**config.mk**
```make
export PLATFORM = sky130hd
export DESIGN_NAME = dp_issue_flat
export DESIGN_NICKNAME = d
export VERILOG_FILES = /design/src/rtl/dp_pkg.sv /design/src/rtl/dp_issue_if.sv /design/src/rtl/dp_issue.sv /design/src/flat_wrapper.sv
export SDC_FILE = /design/constraint.sdc
export NUM_CORES = 1
export LEC_CHECK = 0
export BUFFER_PORTS_ARGS = -buffer_cell sky130_fd_sc_hd__clkbuf_2
export CAP_MARGIN = 5
export CELL_PAD_IN_SITES_DETAIL_PLACEMENT = 1
export CELL_PAD_IN_SITES_GLOBAL_PLACEMENT = 2
export CORE_ASPECT_RATIO = 1.25
export CORE_MARGIN = 2
export CORE_UTILIZATION = 32
export DETAILED_ROUTE_END_ITERATION = 7
export PLACE_DENSITY = 0.95
export SYNTH_ARGS = -nofsm -noshare
export SYNTH_HDL_FRONTEND = slang
export SYNTH_SLANG_ARGS = --single-unit
```
**constraint.sdc**
```tcl
create_clock -name clk -period 3.3 [get_ports clk]
set_input_delay 0.66 -clock clk [delete_from_list [all_inputs] [get_ports clk]]
set_output_delay 0.66 -clock clk [all_outputs]
set_load 0.02 [all_outputs]
```
**src/rtl/dp_pkg.sv**
```systemverilog
// Shared definitions for the datapath control word: field map, widths,
// the unpacked control struct and the instruction decoder.
package dp_pkg;

    localparam int unsigned IW     = 40;
    localparam int unsigned NREG   = 16;
    localparam int unsigned RIDX_W = $clog2(NREG);
    localparam int unsigned OP_W   = 3;
    localparam int unsigned VEC_W  = 2;
    localparam int unsigned REP_W  = 4;
    localparam int unsigned ZR_W   = 4;
    localparam int unsigned WR_W   = 2;

    localparam int unsigned REP_MSB  = 39;
    localparam int unsigned REP_LSB  = 36;
    localparam int unsigned ZR_MSB   = 35;
    localparam int unsigned ZR_LSB   = 32;
    localparam int unsigned OP_MSB   = 31;
    localparam int unsigned OP_LSB   = 29;
    localparam int unsigned FORM_BIT = 28;
    localparam int unsigned VEC_MSB  = 27;
    localparam int unsigned VEC_LSB  = 26;
    localparam int unsigned A_MSB    = 25;
    localparam int unsigned A_LSB    = 22;
    localparam int unsigned B_MSB    = 21;
    localparam int unsigned B_LSB    = 18;
    localparam int unsigned C_MSB    = 17;
    localparam int unsigned C_LSB    = 14;
    localparam int unsigned D_MSB    = 13;
    localparam int unsigned D_LSB    = 10;
    localparam int unsigned Y1_MSB   = 9;
    localparam int unsigned Y1_LSB   = 6;
    localparam int unsigned Y2_MSB   = 5;
    localparam int unsigned Y2_LSB   = 2;
    localparam int unsigned WR_MSB   = 1;
    localparam int unsigned WR_LSB   = 0;

    typedef struct packed {
        logic [REP_W-1:0]  rep;
        logic [ZR_W-1:0]   zero_reg;
        logic [OP_W-1:0]   op;
        logic              form;
        logic [VEC_W-1:0]  vec;
        logic [RIDX_W-1:0] a;
        logic [RIDX_W-1:0] b;
        logic [RIDX_W-1:0] c;
        logic [RIDX_W-1:0] d;
        logic [RIDX_W-1:0] y1;
        logic [RIDX_W-1:0] y2;
        logic [WR_W-1:0]   write;
    } dp_ctrl_t;

    function automatic dp_ctrl_t dp_unpack(input logic [IW-1:0] instr);
        dp_ctrl_t c;
        c.rep      = instr[REP_MSB:REP_LSB];
        c.zero_reg = instr[ZR_MSB:ZR_LSB];
        c.op       = instr[OP_MSB:OP_LSB];
        c.form     = instr[FORM_BIT];
        c.vec      = instr[VEC_MSB:VEC_LSB];
        c.a        = instr[A_MSB:A_LSB];
        c.b        = instr[B_MSB:B_LSB];
        c.c        = instr[C_MSB:C_LSB];
        c.d        = instr[D_MSB:D_LSB];
        c.y1       = instr[Y1_MSB:Y1_LSB];
        c.y2       = instr[Y2_MSB:Y2_LSB];
        c.write    = instr[WR_MSB:WR_LSB];
        return c;
    endfunction

endpackage

```
**src/rtl/dp_issue_if.sv**
```systemverilog
// Instruction handshake plus the datapath control bundle driven by dp_issue.
interface dp_issue_if;
    import dp_pkg::*;

    logic                instr_valid;
    logic                instr_ready;
    logic [IW-1:0]       instr;
    logic                stall;
    logic [OP_W-1:0]     op;
    logic                form;
    logic [VEC_W-1:0]    vec;
    logic [RIDX_W-1:0]   A;
    logic [RIDX_W-1:0]   B;
    logic [RIDX_W-1:0]   C;
    logic [RIDX_W-1:0]   D;
    logic [RIDX_W-1:0]   Y1;
    logic [RIDX_W-1:0]   Y2;
    logic [ZR_W-1:0]     zero_reg;
    logic [WR_W-1:0]     write;
    logic                busy;

    modport slave (
        input  instr_valid, instr, stall,
        output instr_ready, op, form, vec, A, B, C, D, Y1, Y2, zero_reg, write, busy
    );

    modport master (
        output instr_valid, instr, stall,
        input  instr_ready, op, form, vec, A, B, C, D, Y1, Y2, zero_reg, write, busy
    );

endinterface

```
**src/rtl/dp_issue.sv**
```systemverilog
// Issue sequencer: accepts instruction words and replays each rep+1 times,
// stepping every register index by one per replay, onto the datapath controls.
module dp_issue
    import dp_pkg::*;
(
    input  logic       clk,
    input  logic       rst_n,
    dp_issue_if.slave  bus
);

    typedef enum logic {
        ST_IDLE  = 1'b0,
        ST_ISSUE = 1'b1
    } state_e;

    state_e   r_state;
    state_e   w_state_nxt;
    // The rep field of the control register doubles as the remaining-replay count.
    dp_ctrl_t r_ctrl;
    dp_ctrl_t w_ctrl_nxt;
    logic     w_ready;
    logic     w_xfer;

    assign w_ready = rst_n & ~bus.stall & ((r_state == ST_IDLE) | (r_ctrl.rep == '0));
    assign w_xfer  = bus.instr_valid & w_ready;

    always_ff @(posedge clk or negedge rst_n) begin
        if (!rst_n) begin
            r_state <= ST_IDLE;
            r_ctrl  <= '0;
        end else begin
            r_state <= w_state_nxt;
            r_ctrl  <= w_ctrl_nxt;
        end
    end

    always_comb begin
        w_state_nxt = r_state;
        w_ctrl_nxt  = r_ctrl;
        if (w_xfer) begin
            w_state_nxt = ST_ISSUE;
            w_ctrl_nxt  = dp_unpack(bus.instr);
        end else if (!bus.stall && (r_state == ST_ISSUE)) begin
            if (r_ctrl.rep != '0) begin
                w_ctrl_nxt.rep = r_ctrl.rep - REP_W'(1);
                w_ctrl_nxt.a   = r_ctrl.a  + RIDX_W'(1);
                w_ctrl_nxt.b   = r_ctrl.b  + RIDX_W'(1);
                w_ctrl_nxt.c   = r_ctrl.c  + RIDX_W'(1);
                w_ctrl_nxt.d   = r_ctrl.d  + RIDX_W'(1);
                w_ctrl_nxt.y1  = r_ctrl.y1 + RIDX_W'(1);
                w_ctrl_nxt.y2  = r_ctrl.y2 + RIDX_W'(1);
            end else begin
                w_state_nxt = ST_IDLE;
                w_ctrl_nxt  = '0;
            end
        end
    end

    // Control register is cleared in IDLE, so it drives the bubble directly.
    assign bus.instr_ready = w_ready;
    assign bus.busy        = (r_state == ST_ISSUE);
    assign bus.op          = r_ctrl.op;
    assign bus.form        = r_ctrl.form;
    assign bus.vec         = r_ctrl.vec;
    assign bus.A           = r_ctrl.a;
    assign bus.B           = r_ctrl.b;
    assign bus.C           = r_ctrl.c;
    assign bus.D           = r_ctrl.d;
    assign bus.Y1          = r_ctrl.y1;
    assign bus.Y2          = r_ctrl.y2;
    assign bus.zero_reg    = r_ctrl.zero_reg;
    assign bus.write       = r_ctrl.write & {WR_W{~bus.stall}};

endmodule

```
**src/flat_wrapper.sv**
```systemverilog
// flat-port wrapper written by rule: the top's interface ports become plain ports
module dp_issue_flat import dp_pkg::*;
  (clk, rst_n, bus_instr_valid, bus_instr, bus_stall, bus_instr_ready, bus_op, bus_form, bus_vec, bus_A, bus_B, bus_C, bus_D, bus_Y1, bus_Y2, bus_zero_reg, bus_write, bus_busy);
  dp_issue_if bus_i ();
  input  logic clk;
  input  logic rst_n;
  input wire logic [$bits(bus_i.instr_valid)-1:0] bus_instr_valid;
  input wire logic [$bits(bus_i.instr)-1:0] bus_instr;
  input wire logic [$bits(bus_i.stall)-1:0] bus_stall;
  output wire logic [$bits(bus_i.instr_ready)-1:0] bus_instr_ready;
  output wire logic [$bits(bus_i.op)-1:0] bus_op;
  output wire logic [$bits(bus_i.form)-1:0] bus_form;
  output wire logic [$bits(bus_i.vec)-1:0] bus_vec;
  output wire logic [$bits(bus_i.A)-1:0] bus_A;
  output wire logic [$bits(bus_i.B)-1:0] bus_B;
  output wire logic [$bits(bus_i.C)-1:0] bus_C;
  output wire logic [$bits(bus_i.D)-1:0] bus_D;
  output wire logic [$bits(bus_i.Y1)-1:0] bus_Y1;
  output wire logic [$bits(bus_i.Y2)-1:0] bus_Y2;
  output wire logic [$bits(bus_i.zero_reg)-1:0] bus_zero_reg;
  output wire logic [$bits(bus_i.write)-1:0] bus_write;
  output wire logic [$bits(bus_i.busy)-1:0] bus_busy;
  assign bus_i.instr_valid = bus_instr_valid;
  assign bus_i.instr = bus_instr;
  assign bus_i.stall = bus_stall;
  assign bus_instr_ready = bus_i.instr_ready;
  assign bus_op = bus_i.op;
  assign bus_form = bus_i.form;
  assign bus_vec = bus_i.vec;
  assign bus_A = bus_i.A;
  assign bus_B = bus_i.B;
  assign bus_C = bus_i.C;
  assign bus_D = bus_i.D;
  assign bus_Y1 = bus_i.Y1;
  assign bus_Y2 = bus_i.Y2;
  assign bus_zero_reg = bus_i.zero_reg;
  assign bus_write = bus_i.write;
  assign bus_busy = bus_i.busy;
  dp_issue u_core (.clk(clk), .rst_n(rst_n), .bus(bus_i));
endmodule
```
==> metrics.md <==
| Metric | Value |
|---|---|
| Status | complete, no violations |
| Vias after detailed routing | 1857 |
| Routed Antenna Nets | 0 |
| Met2 WL post-DR | 2.75 mm |
| Max FO, Critical Path | 6 |
| Routed met3 length | 322 um |
| ANT cells | 0 |
| Grt total ovfl | 0 |
| Synth Area in XOR/XNOR | 0 |
| Adder-Cell Fraction of Synth Area | 0.0333 |
| CTS resizes | 0 |
| Skew final | 4.41 ps |
| Area fraction in compound gates after synthesis | 0.203 |
| Total global-route track usage | 0.151 |
| Initial DRC count | 114 |
| WL met1 | 2.42 mm |
| Post-synth EDFFs | 0 |
| Slew Viols, Final | 0 |
| I/O Pins | 82 |
| RSZ-0062 raised after global routing | no |
| Vias in the first global route | 1980 |
| Pleak | 0.00131 uW |
| Postcts setup bufs | 0 |
| Register area share after synthesis | 0.455 |
| Cells after synthesis | 219 |
| Fin area | 0.00259 mm2 |
| Via-per-instance ratio | 5.20 |
| Worst R2R Start | u_core.r_ctrl[38] |
| Tcrit/Tclk final | 0.720 |
| Root buf cell | clkbuf_8 |
| Rel. slew slack | 0.569 |
| Largest family of logic cells by synthesized area | compound AO/OA/AOI/OAI gates |
| Hold Fails Final Rpt | 0 |
| Initial antenna violation count | 0 |
| Worst-margin pin slew | 647 ps |
| Area growth syn-to-layout | 14.8% |
| TritonCTS sink count | 41 |
| Pre-Repair DR Iteration Count | 4 |
| Largest net degree at the start of global routing | 41 |
| Max cap viols | 0 |
| Syn Area/Cell | 10.3 um2 |
| Mux share of post-synthesis cell area | 0.00499 |
| Library cells used by synthesis | 28 |
| Setup slack, reg-to-reg | 1010 ps |
| Async set-reset flop share out of synthesis | 1.00 |
| CTS HTree Levels | 2 |
| Critical path type | reg2out |
| Crit path capture type | output port |
| Clock Latency Late Sink | 300 ps |
| Largest register FFs | 6 |
| Share of layout cells above drive strength 1 | 0.390 |
| Setup Total Neg Slack | 0 ps |
| Register with the most flip-flops | u_core.r_ctrl |
| Area of the die | 0.00775 mm2 |
| Worst vdd rail ir drop | 0.305 mV |
| CTS Hold Bufs | 0 |
| Detail Placement HPWL | 4.16 mm |
| First-pass GRT wire length | 9.35 mm |
| Rows | 34 |
| Ys flop type | dfrtp_1 |
| Mean routed wirelength per cell | 15.8 um |
| Critical Path Start Type | register |
| Synth warnings | 0 |
| Core area | 0.00689 mm2 |
| Reg2reg end | u_core.bus.A[1] |
| Top Metal Used | met4 |
| Port Buffers | 81 |
| Simple-gate share of the synthesized area | 0.146 |
| Die Ht | 97.9 um |
| Seq cells post-synth | 41 |
| Pwr Density | 934 mW/mm2 |
| Peak Freq | 0.421 GHz |
| Clk buf depth | 2 |
| Worst Reg-to-Reg Cells | 5 |
| Clock slew at reported path FFs | 80 ps |
| CTS tree | built |
| Required @ worst endpoint | 2640 ps |
| Hold WC Path Type | in2async |
| Drt total wl | 5.63 mm |
| Synthesized cell area | 0.00226 mm2 |
| GP Congestion | 0.723 |
| Crit path DAT | 1720 ps |
| Cell Area, Placed | 0.00248 mm2 |
| CTS Buf Count | 5 |
| Endpoints failing setup | 0 |
| Die Span X | 79.1 um |
| Post-synth net total | 269 |
| Initial Utilization | 0.328 |
| Final worst path period need | 2380 ps |
| Total Nets Final | 316 |
| Drt drc | 0 |
## synthesized netlist by cell type (all sizes together), types with 2 or more instances
master,number,area share
buf,42,0.14
nand2b,4,0.011
a221o,14,0.062
a22o,12,0.047
clkbuf,3,0.0050
dfrtp,41,0.45
or2,7,0.019
nor2b,2,0.0055
nand3b,5,0.017
a222oi,6,0.027
inv,7,0.012
o21ai,10,0.022
nor3,7,0.016
a21oi,9,0.020
nand3,10,0.022
ha,6,0.033
o211ai,2,0.0066
nand2,17,0.028
nor2,8,0.013
## per-layer routing
layer  global-route usage  vias up
met5                    0        -
met4               0.0557        0
met3               0.0360       12
met2                0.255       61
met1                0.187      926
li1                     -      858
## critical path, cell delays in order (launching register included)
cell	delay [ps]
dfrtp_1	460
or4_4	590
a21oi_1	170
clkbuf_2	190
## report_power, final
group / internal [uW] / switching, uW / total (uW)
logic: 432 / 614 / 1050
registers: 718 / 247 / 965
clock network: 226 / 184 / 410
total: 1380 / 1040 / 2420
## how the worst max path moves through the flow
stage                            startpoint               end  slack (ps)  cells past startpoint
final                     u_core.r_ctrl[38]   bus_instr_ready         920                      3
after global routing      u_core.r_ctrl[38]   u_core.bus.A[1]         850                      5
after CTS                 u_core.r_ctrl[38]   bus_instr_ready         920                      3
after detailed placement  u_core.r_ctrl[38]   u_core.bus.A[1]        1000                      5
after global placement    u_core.r_ctrl[38]  u_core.bus.Y2[1]        1050                      5
after floorplan           u_core.r_ctrl[38]   bus_instr_ready        1260                      2
## stage by stage
| step | setup slack (ps) | util | hold WS (ps) | power, uW | cells |
|---|---|---|---|---|---|
| final | 924 | 0.376 | 161 | 2420 | 357 |
| after global routing | 854 | 0.376 | 158 | 2610 | 357 |
| after CTS | 920 | 0.376 | 159 | 2460 | 357 |
| after detailed placement | 998 | 0.359 | 478 | 2030 | 349 |
| after global placement | 1050 | 0.359 | 476 | 1990 | 349 |
| after floorplan | 1260 | - | 364 | 1890 | 219 |
## cell families (layout without fill, tap and decap cells)
family,after synthesis,in the layout
compound gates,57,57
fa+ha+maj,6,6
buf+inv,52,100
flops,41,41
mux,1,1
simple gates,62,62
## cell usage in the layout (no fill, tap or decap), drive strengths merged
| master | n |
|---|---|
| mux2 | 1 |
| clkbuf | 86 |
| o31ai | 1 |
| nor3 | 7 |
| a21o | 1 |
| clkinvlp | 1 |
| a221o | 14 |
| a21oi | 9 |
| or4 | 1 |
| nor2b | 2 |
| bufinv | 1 |
| nand2 | 17 |
| nand3 | 10 |
| inv | 7 |
| ha | 6 |
| o211ai | 2 |
| nor2 | 8 |
| o41ai | 1 |
| nand2b | 4 |
| dfrtp | 41 |
| buf | 4 |
| nor4 | 1 |
| nand3b | 5 |
| or2 | 7 |
| o21ai | 10 |
| a222oi | 6 |
| a211oi | 1 |
| a22o | 12 |
| clkinv | 1 |
## cell type report
class                           count  area [um2]
Clock buffer                        5        68.8
Fill cell                         819        4300
Inverter                            7        26.3
Multi-Input combinational cell    126         876
Clock inverter                      3        46.3
Sequential cell                    41        1030
Tap cell                           90         113
Timing Repair Buffer               85         435
Power figures use the tool's default switching activity.
